## src/rtl/spram_be_ctrl.sv

```systemverilog
// One-write/one-read RAM with byte enables, selectable read latency and collision
// behaviour, plus a clear engine that zeroes every word after reset or on request.
module spram_be_ctrl #(
  parameter int DATA_WIDTH = 32,
  parameter int DEPTH      = 16,
  parameter int ADDR_WIDTH = $clog2(DEPTH),
  parameter int RD_LATENCY = 1,
  parameter int WRITE_MODE = 0
) (
  input  logic                      clk,
  input  logic                      rst,
  input  logic                      clr_req,
  input  logic                      wr_en,
  input  logic [ADDR_WIDTH-1:0]     wr_addr,
  input  logic [DATA_WIDTH-1:0]     wr_data,
  input  logic [DATA_WIDTH/8-1:0]   wr_be,
  input  logic                      rd_en,
  input  logic [ADDR_WIDTH-1:0]     rd_addr,
  output logic [DATA_WIDTH-1:0]     rd_data,
  output logic                      rd_valid,
  output logic                      init_done,
  output logic                      addr_err
);
  localparam int NB = DATA_WIDTH / 8;
  localparam logic [0:0] ST_CLEAR = 1'b0;
  localparam logic [0:0] ST_RUN   = 1'b1;
  localparam logic [ADDR_WIDTH:0]   DEPTH_X   = (ADDR_WIDTH + 1)'(DEPTH);
  localparam logic [ADDR_WIDTH-1:0] LAST_ADDR = ADDR_WIDTH'(DEPTH - 1);

  logic [DATA_WIDTH-1:0] mem [DEPTH];

  logic [0:0]            state_q, state_d;
  logic [ADDR_WIDTH-1:0] clr_ptr_q, clr_ptr_d;
  logic                  wr_err_q, wr_err_d;
  logic                  s1_valid_q, s1_valid_d;
  logic                  s1_err_q, s1_err_d;
  logic [DATA_WIDTH-1:0] s1_data_q, s1_data_d;

  logic                  run, accept, wr_in_range, rd_in_range;
  logic                  mem_we;
  logic [ADDR_WIDTH-1:0] mem_waddr;
  logic [DATA_WIDTH-1:0] mem_wdata;
  logic [NB-1:0]         mem_be;
  logic [DATA_WIDTH-1:0] rd_word;

  always_comb begin
    run         = (state_q == ST_RUN);
    accept      = run && !clr_req;
    wr_in_range = {1'b0, wr_addr} < DEPTH_X;
    rd_in_range = {1'b0, rd_addr} < DEPTH_X;

    state_d   = state_q;
    clr_ptr_d = clr_ptr_q;
    if (!run) begin
      clr_ptr_d = clr_ptr_q + ADDR_WIDTH'(1);
      if (clr_ptr_q == LAST_ADDR) state_d = ST_RUN;
    end else if (clr_req) begin
      state_d   = ST_CLEAR;
      clr_ptr_d = '0;
    end

    // The clear engine owns the write port while clearing.
    if (!run) begin
      mem_we    = !rst;
      mem_waddr = clr_ptr_q;
      mem_wdata = '0;
      mem_be    = '1;
    end else begin
      mem_we    = !rst && accept && wr_en && wr_in_range;
      mem_waddr = wr_addr;
      mem_wdata = wr_data;
      mem_be    = wr_be;
    end

    wr_err_d = accept && wr_en && !wr_in_range;

    rd_word = mem[rd_addr];
    if (WRITE_MODE == 1 && wr_en && wr_addr == rd_addr) begin
      for (int i = 0; i < NB; i++) begin
        if (wr_be[i]) rd_word[i*8 +: 8] = wr_data[i*8 +: 8];
      end
    end

    s1_valid_d = accept && rd_en;
    s1_err_d   = accept && rd_en && !rd_in_range;
    s1_data_d  = s1_data_q;
    if (accept && rd_en) s1_data_d = rd_in_range ? rd_word : '0;
  end

  always_ff @(posedge clk) begin
    if (rst) begin
      state_q    <= ST_CLEAR;
      clr_ptr_q  <= '0;
      wr_err_q   <= 1'b0;
      s1_valid_q <= 1'b0;
      s1_err_q   <= 1'b0;
      s1_data_q  <= '0;
    end else begin
      state_q    <= state_d;
      clr_ptr_q  <= clr_ptr_d;
      wr_err_q   <= wr_err_d;
      s1_valid_q <= s1_valid_d;
      s1_err_q   <= s1_err_d;
      s1_data_q  <= s1_data_d;
    end
  end

  always_ff @(posedge clk) begin
    if (mem_we) begin
      for (int i = 0; i < NB; i++) begin
        if (mem_be[i]) mem[mem_waddr][i*8 +: 8] <= mem_wdata[i*8 +: 8];
      end
    end
  end

  generate
    if (RD_LATENCY == 2) begin : g_lat2
      logic                  flush;
      logic                  s2_valid_q, s2_valid_d;
      logic                  s2_err_q, s2_err_d;
      logic [DATA_WIDTH-1:0] s2_data_q, s2_data_d;

      // A clear request drops whatever read is sitting in the first stage.
      always_comb begin
        flush      = (state_q == ST_RUN) && clr_req;
        s2_valid_d = s1_valid_q && !flush;
        s2_err_d   = s1_err_q && !flush;
        s2_data_d  = s2_valid_d ? s1_data_q : s2_data_q;
      end

      always_ff @(posedge clk) begin
        if (rst) begin
          s2_valid_q <= 1'b0;
          s2_err_q   <= 1'b0;
          s2_data_q  <= '0;
        end else begin
          s2_valid_q <= s2_valid_d;
          s2_err_q   <= s2_err_d;
          s2_data_q  <= s2_data_d;
        end
      end

      assign rd_valid = s2_valid_q;
      assign rd_data  = s2_data_q;
      assign addr_err = wr_err_q | s2_err_q;
    end else begin : g_lat1
      assign rd_valid = s1_valid_q;
      assign rd_data  = s1_data_q;
      assign addr_err = wr_err_q | s1_err_q;
    end
  endgenerate

  assign init_done = (state_q == ST_RUN);

endmodule

```

## config.mk

```make
export PLATFORM = sky130hd
export DESIGN_NAME = spram_be_ctrl
export DESIGN_NICKNAME = d
export VERILOG_FILES = /design/src/rtl/spram_be_ctrl.sv
export SDC_FILE = /design/constraint.sdc
export NUM_CORES = 1
export LEC_CHECK = 0
export CORE_MARGIN = 1.5
export CORE_UTILIZATION = 50
export CTS_CLUSTER_SIZE = 30
export DETAILED_ROUTE_END_ITERATION = 10
export GPL_TIMING_DRIVEN = 0
export MAX_ROUTING_LAYER = met4
export PLACE_DENSITY_LB_ADDON = 0.2
export SYNTH_ARGS = -nofsm -noshare
export SYNTH_HDL_FRONTEND = slang
export SYNTH_SLANG_ARGS = --single-unit
```

## constraint.sdc

```tcl
create_clock -name clk -period 2.3 [get_ports clk]
set_input_delay 0.23 -clock clk [delete_from_list [all_inputs] [get_ports clk]]
set_output_delay 0.23 -clock clk [all_outputs]
set_load 0.01 [all_outputs]
```

## After elaboration in Yosys (flattened, before gate mapping)

Memory sizes are Yosys's and may differ from the RTL's. A register that Yosys moved wholly into a read port is not among the register bits.
Index checks and enable logic that the tools add are counted.

- Flip-flop bits (word level): 6
- Logic and storage cells: 34
- Memory bits (writable): 512
- Memories: 1
- Output and inout bits: 35
- Input bits: 49

- Equality and inequality tests: 2
- Multiplexer cells: 21
- Reductions and logical operators: 6
- Add/subtract/negate cells: 1

Memory list:

| memory | depth | bits a word | rd ports | clocked after Yosys merged registers in | write ports | line | RTL |
|---|---|---|---|---|---|---|---|
| mem | 16 | 32 | 1 | 1 | 1 | 30 | `logic [DATA_WIDTH-1:0] mem [DEPTH];` |

Operator list:

| cell | number |
|---|---|
| 32-bit two-way mux | 1 |
| 1-bit two-way mux | 16 |
| 4-bit two-way mux | 4 |
| 4-bit by 1-bit adder with 4-bit output (second input constant) | 1 |
| 4-bit equality test (second input constant) | 1 |
| 1-bit logical AND | 4 |
| 1-bit zero test | 2 |
| 2-bit != test (second input constant) | 1 |

## Depth between registers and ports, before layout

- Depth in word-level cells: 7
- Mapped depth: 8

## Worst setup path after synthesis

No wires, ideal clock.

- Path type: register -> register
- Start: register state_q (netlist: init_done)
- End: memory mem[13][0], enable pin
- Arrival time: 1.620 ns
- Slack: 0.310 ns
- Cell stages (with the launch flop): 7
- Setup time: 0.370 ns
- Cells stage by stage: dfxtp_1 > buf_2 > buf_2 > nand2_1 > o32ai_1 > nand2_1 > nor2_1

- Longest elaborated chain between the ends: 6
- Elaborated cells on any way between the ends: 9
- Those cells by class: mux: 6; reduce/logical: 3

RTL lines:

| element | line | RTL |
|---|---|---|
| from (decl) | 32 | `logic [0:0] state_q, state_d;` |
| from (signal assigned) | 99 | `state_q <= state_d;` |
| 1-bit logical AND | 48 | `accept = run && !clr_req;` |
| 1-bit logical AND (2 in series) | 69 | `mem_we = !rst && accept && wr_en && wr_in_range;` |
| 1-bit two-way mux | 63 | `if (!run) begin` |
| 1-bit two-way mux | 109 | `if (mem_we) begin` |
| 1-bit two-way mux (implied by the code) | 111 | `if (mem_be[i]) mem[mem_waddr][i*8 +: 8] <= mem_wdata[i*8 +: 8];` |
| to (decl) | 30 |  |

Parallel ways exist; a longest one is shown, timed or not.

## Final worst setup path

- Start: register state_q (netlist: init_done)
- End: memory mem[14][14], enable pin

Same word-level chain as after synthesis.

==> impl_metrics.yaml <==
status:
  outcome: "finished, violations left"
  violated_checks: "setup timing"
cts:
  worst_setup_hold_path_clk_slew_ps: 60
  clockBufferDepth: 3
  cts_tree: "yes"
  postCtsHoldBufs: 0
  clk_latency_ps: 610
  htreeDepth: 2
  cts-buffers-inserted: 55
  clk_root_buffer_cell: "sky130_fd_sc_hd__clkbuf_16"
  clock_sinks: 550
worst_setup_path:
  critical-path-max-stage-delay_ps: 460
  timing.critical_path.cells: "buf_6 -> buf_6 -> nand2_1 -> o32ai_4 -> nand2_2 -> nor2_4 -> buf_12"
  r2r_endpoint: "mem[14][14]"
  data_required_time_of_the_worst_path_ps: 2610
  critPathMaxFanout: 10
  worstSetupEndpointType: "register"
  critical_path_arrival_ps: 2740
  worst_path_max_delay_cell: "sky130_fd_sc_hd__dfxtp_1"
  ff2ff_setup_slack_ps: -130
  critical_path_start_type: "register"
  reg2reg_from: "init_done"
  timing.reg2reg.worst_path_depth: 7
  critical-path-top-cell-by-count: "sky130_fd_sc_hd__buf_6"
  timing_worst_setup_path_type: "register to register"
yosys:
  mappedNetlistArea_sq_um: 21400
  postSynth.asyncResetShare_pct: 0
  synth-main-ff-cell: "sky130_fd_sc_hd__edfxtp_1"
  synth_top_cells_by_count: "sky130_fd_sc_hd__edfxtp_1, sky130_fd_sc_hd__mux2i_1, sky130_fd_sc_hd__mux4_2, sky130_fd_sc_hd__nor2_1, sky130_fd_sc_hd__dfxtp_1"
  synth_nets: 1155
  ys.warnings.count: 0
  synthDistinctLibCells: 36
  number_of_enable_type_register_cells_in_the_synthesized_netlist: 512
  synth_area_leader_cell: "sky130_fd_sc_hd__edfxtp_1"
  synth_largest_type_area_fraction_pct: 71.8
  synth_sequential_area_ratio_pct: 75.3
  synth_cells: 1105
  ys_seq_elements: 550
  netlist_top_cells_area: "sky130_fd_sc_hd__edfxtp_1, sky130_fd_sc_hd__mux4_2, sky130_fd_sc_hd__mux2i_1"
  synth.most_common_cell: "sky130_fd_sc_hd__edfxtp_1"
  synth_area_per_cell_sq_um: 19.4
worst_hold_path:
  hold-path-cell-count: 5
  whs_endpoint: "rd_data[26]"
  hold_class: "input port to register"
  hold_start: "rd_addr[0]"
drt:
  post-route-drc-count: 0
  first_pass_iters: 5
  route.antenna.remaining_nets: 0
  first_iter_violations: 1238
  num_vias: 11596
  detail_route.vias_per_cell: 6.13
  route.final.wire_length_um: 55200
  post_drt_wl_per_cell_um: 29.2
power_and_ir_drop:
  netSwitchingFraction_pct: 20.9
  power_frac_seq_pct: 52.7
  int_power_mw: 16.4
  power_density_nw_per_um2: 781
  clock_power_share_pct: 41.9
  post-layout-total-power_mw: 20.7
  static-leakage-power_nw: 8.89
  p_switching_mw: 4.35
  power.combinational.fraction_pct: 5.4
  ir_drop_mv: 0.516
die:
  area_enclosed_by_the_die_boundary_sq_um: 44100
  placementRows: 75
  chipWidth_um: 210
  design.portCount: 84
  floorplan.die.height_um: 210
  start_util_pct: 50.8
  fp.coreArea_sq_um: 42100
sta:
  finalMaxSlewViolations: 0
  worstMarginPinSlew_ps: 956
  fmax_mhz: 411
  layout_min_cycle_time_ps: 2430
  hold_viol: 0
  timing.final.setup_violations: 89
  final_critical_path_setup_slack_ps: -134
  fin_skew_ps: 21.1
  worst_slew_margin_rel_pct: 36.3
  part_of_the_cycle_the_worst_path_needs_pct: 106
final_layout:
  syn2layout_area_growth_pct: 24.0
  nNetsFinal: 1356
  diodes: 0
  post-route-cell-area_sq_um: 26600
  drive_above_1_share_pct: 29.4
place:
  gp_routability_congestion: 0.843
  buffer_ports.inserted: 80
  dpl_hpwl_um: 32300
  dpl_cell_area_sq_um: 22900
job:
  max_cap_violations: 0
global_route:
  grt.total_usage_pct: 25.7
  grt_remaining_overflow: 0
  grt_max_degree: 17
  global_route_wire_length_before_repair_um: 77800
  initial_antenna_violation_count: 0
  via_count_of_the_first_global_routing_pass: 11547
-- flip-flops by register name, indices dropped and copies added (netlist names) --
register	flops
rd_data	32
init_done	1
mem	512
clr_ptr_q	4
rd_valid	1
-- per-layer routing --
layer  GRT usage, %  part of all wire, %  vias up
li1               -                    -     4874
met1           33.7                   39     5988
met2           39.3                   49      581
met3           6.00                  8.0      153
met4           10.3                  4.0        0
met5              -                    0        -
-- timing repair --
action / in CTS / in global routing
setup buffers: 50 / 14
setup endpoints to repair: 993 / 827
resized for setup: 147 / 64
gates cloned: 0 / 0
pin swaps: 28 / 15
-- power by group through the flow --
stage / Clock (mW) / Combinational (mW) / Sequential (mW)
2_1_floorplan: 0 / 0.575 / 11.1
3_3_place_gp: 0 / 0.902 / 11.1
3_5_place_dp: 0 / 0.906 / 11.1
4_1_cts: 8.76 / 1.03 / 10.9
5_1_grt: 9.20 / 1.16 / 10.9
6_report: 8.69 / 1.12 / 10.9
-- critical path: cells and delay by family, from the launching register on --
kind | cells | cell delay (ps)
AO/OA/AOI/OAI | 1 | 280
buffers and inverters | 3 | 610
flip-flops | 1 | 460
AND/OR/NAND/NOR | 3 | 790
-- through the flow --
step                TNS, ps  utilization (%)  hold slack, ps  setup WS, ps  cells
global placement    -451650             54.3             472          -750   1724
floorplan                 0                -             416           310   1105
finish                -3100             63.0             330          -134   1891
CTS                  -23440             61.9             303          -131   1877
global route          -3940             63.0             375          -112   1891
detailed placement  -474380             54.3             461          -789   1724
-- worst max-delay path by stage --
stage / startpoint / to / slack (ps) / depth (start not counted)
floorplan: init_done / mem[13][0] / 310 / 6
global placement: wr_en / mem[8][27] / -750 / 6
detailed placement: wr_en / mem[11][26] / -790 / 6
CTS: init_done / mem[13][29] / -130 / 6
global route: init_done / mem[14][8] / -110 / 7
finish: init_done / mem[14][14] / -130 / 7
-- area by class of cell --
type / count / area [sq um]
buffer: 64 / 435
clock buffer: 73 / 1490
clock inverter: 30 / 255
fill: 2836 / 15600
inverter: 6 / 22.5
multi-input combinational: 485 / 5560
sequential: 550 / 16100
tap: 539 / 674
timing repair buffer: 144 / 1980
-- cell usage in the layout, fill, tap and decap left out, types with 7 or more instances in the layout --
cell and count:
sky130_fd_sc_hd__edfxtp_1 512, sky130_fd_sc_hd__mux2i_1 96, sky130_fd_sc_hd__mux4_2 89, sky130_fd_sc_hd__clkdlybuf4s50_1 80, sky130_fd_sc_hd__nor2_4 64, sky130_fd_sc_hd__buf_12 59, sky130_fd_sc_hd__clkbuf_16 55, sky130_fd_sc_hd__dfxtp_1 38
sky130_fd_sc_hd__nand2b_1 31, sky130_fd_sc_hd__a22oi_1 27, sky130_fd_sc_hd__a32oi_1 27, sky130_fd_sc_hd__clkbuf_1 26, sky130_fd_sc_hd__and2_2 25, sky130_fd_sc_hd__buf_2 25, sky130_fd_sc_hd__nand2_1 17, sky130_fd_sc_hd__o21ai_1 17
sky130_fd_sc_hd__buf_4 13, sky130_fd_sc_hd__buf_6 11, sky130_fd_sc_hd__nand2_2 11, sky130_fd_sc_hd__o21ai_0 11, sky130_fd_sc_hd__clkinv_1 11, sky130_fd_sc_hd__clkinv_2 10, sky130_fd_sc_hd__and2_1 8, sky130_fd_sc_hd__mux4_1 7
-- kinds of logic after synthesis --
family | Yosys count | synth area share [%]
muxes | 192 | 14.7
adders and majority gates | 1 | 0.0584
other | 1 | 0.0175
and+or+nand+nor | 181 | 4.17
buffers and inverters | 70 | 2.00
AOI/OAI and AO/OA | 110 | 3.70
DFF | 550 | 75.3
(Power assumes the default switching activity.)
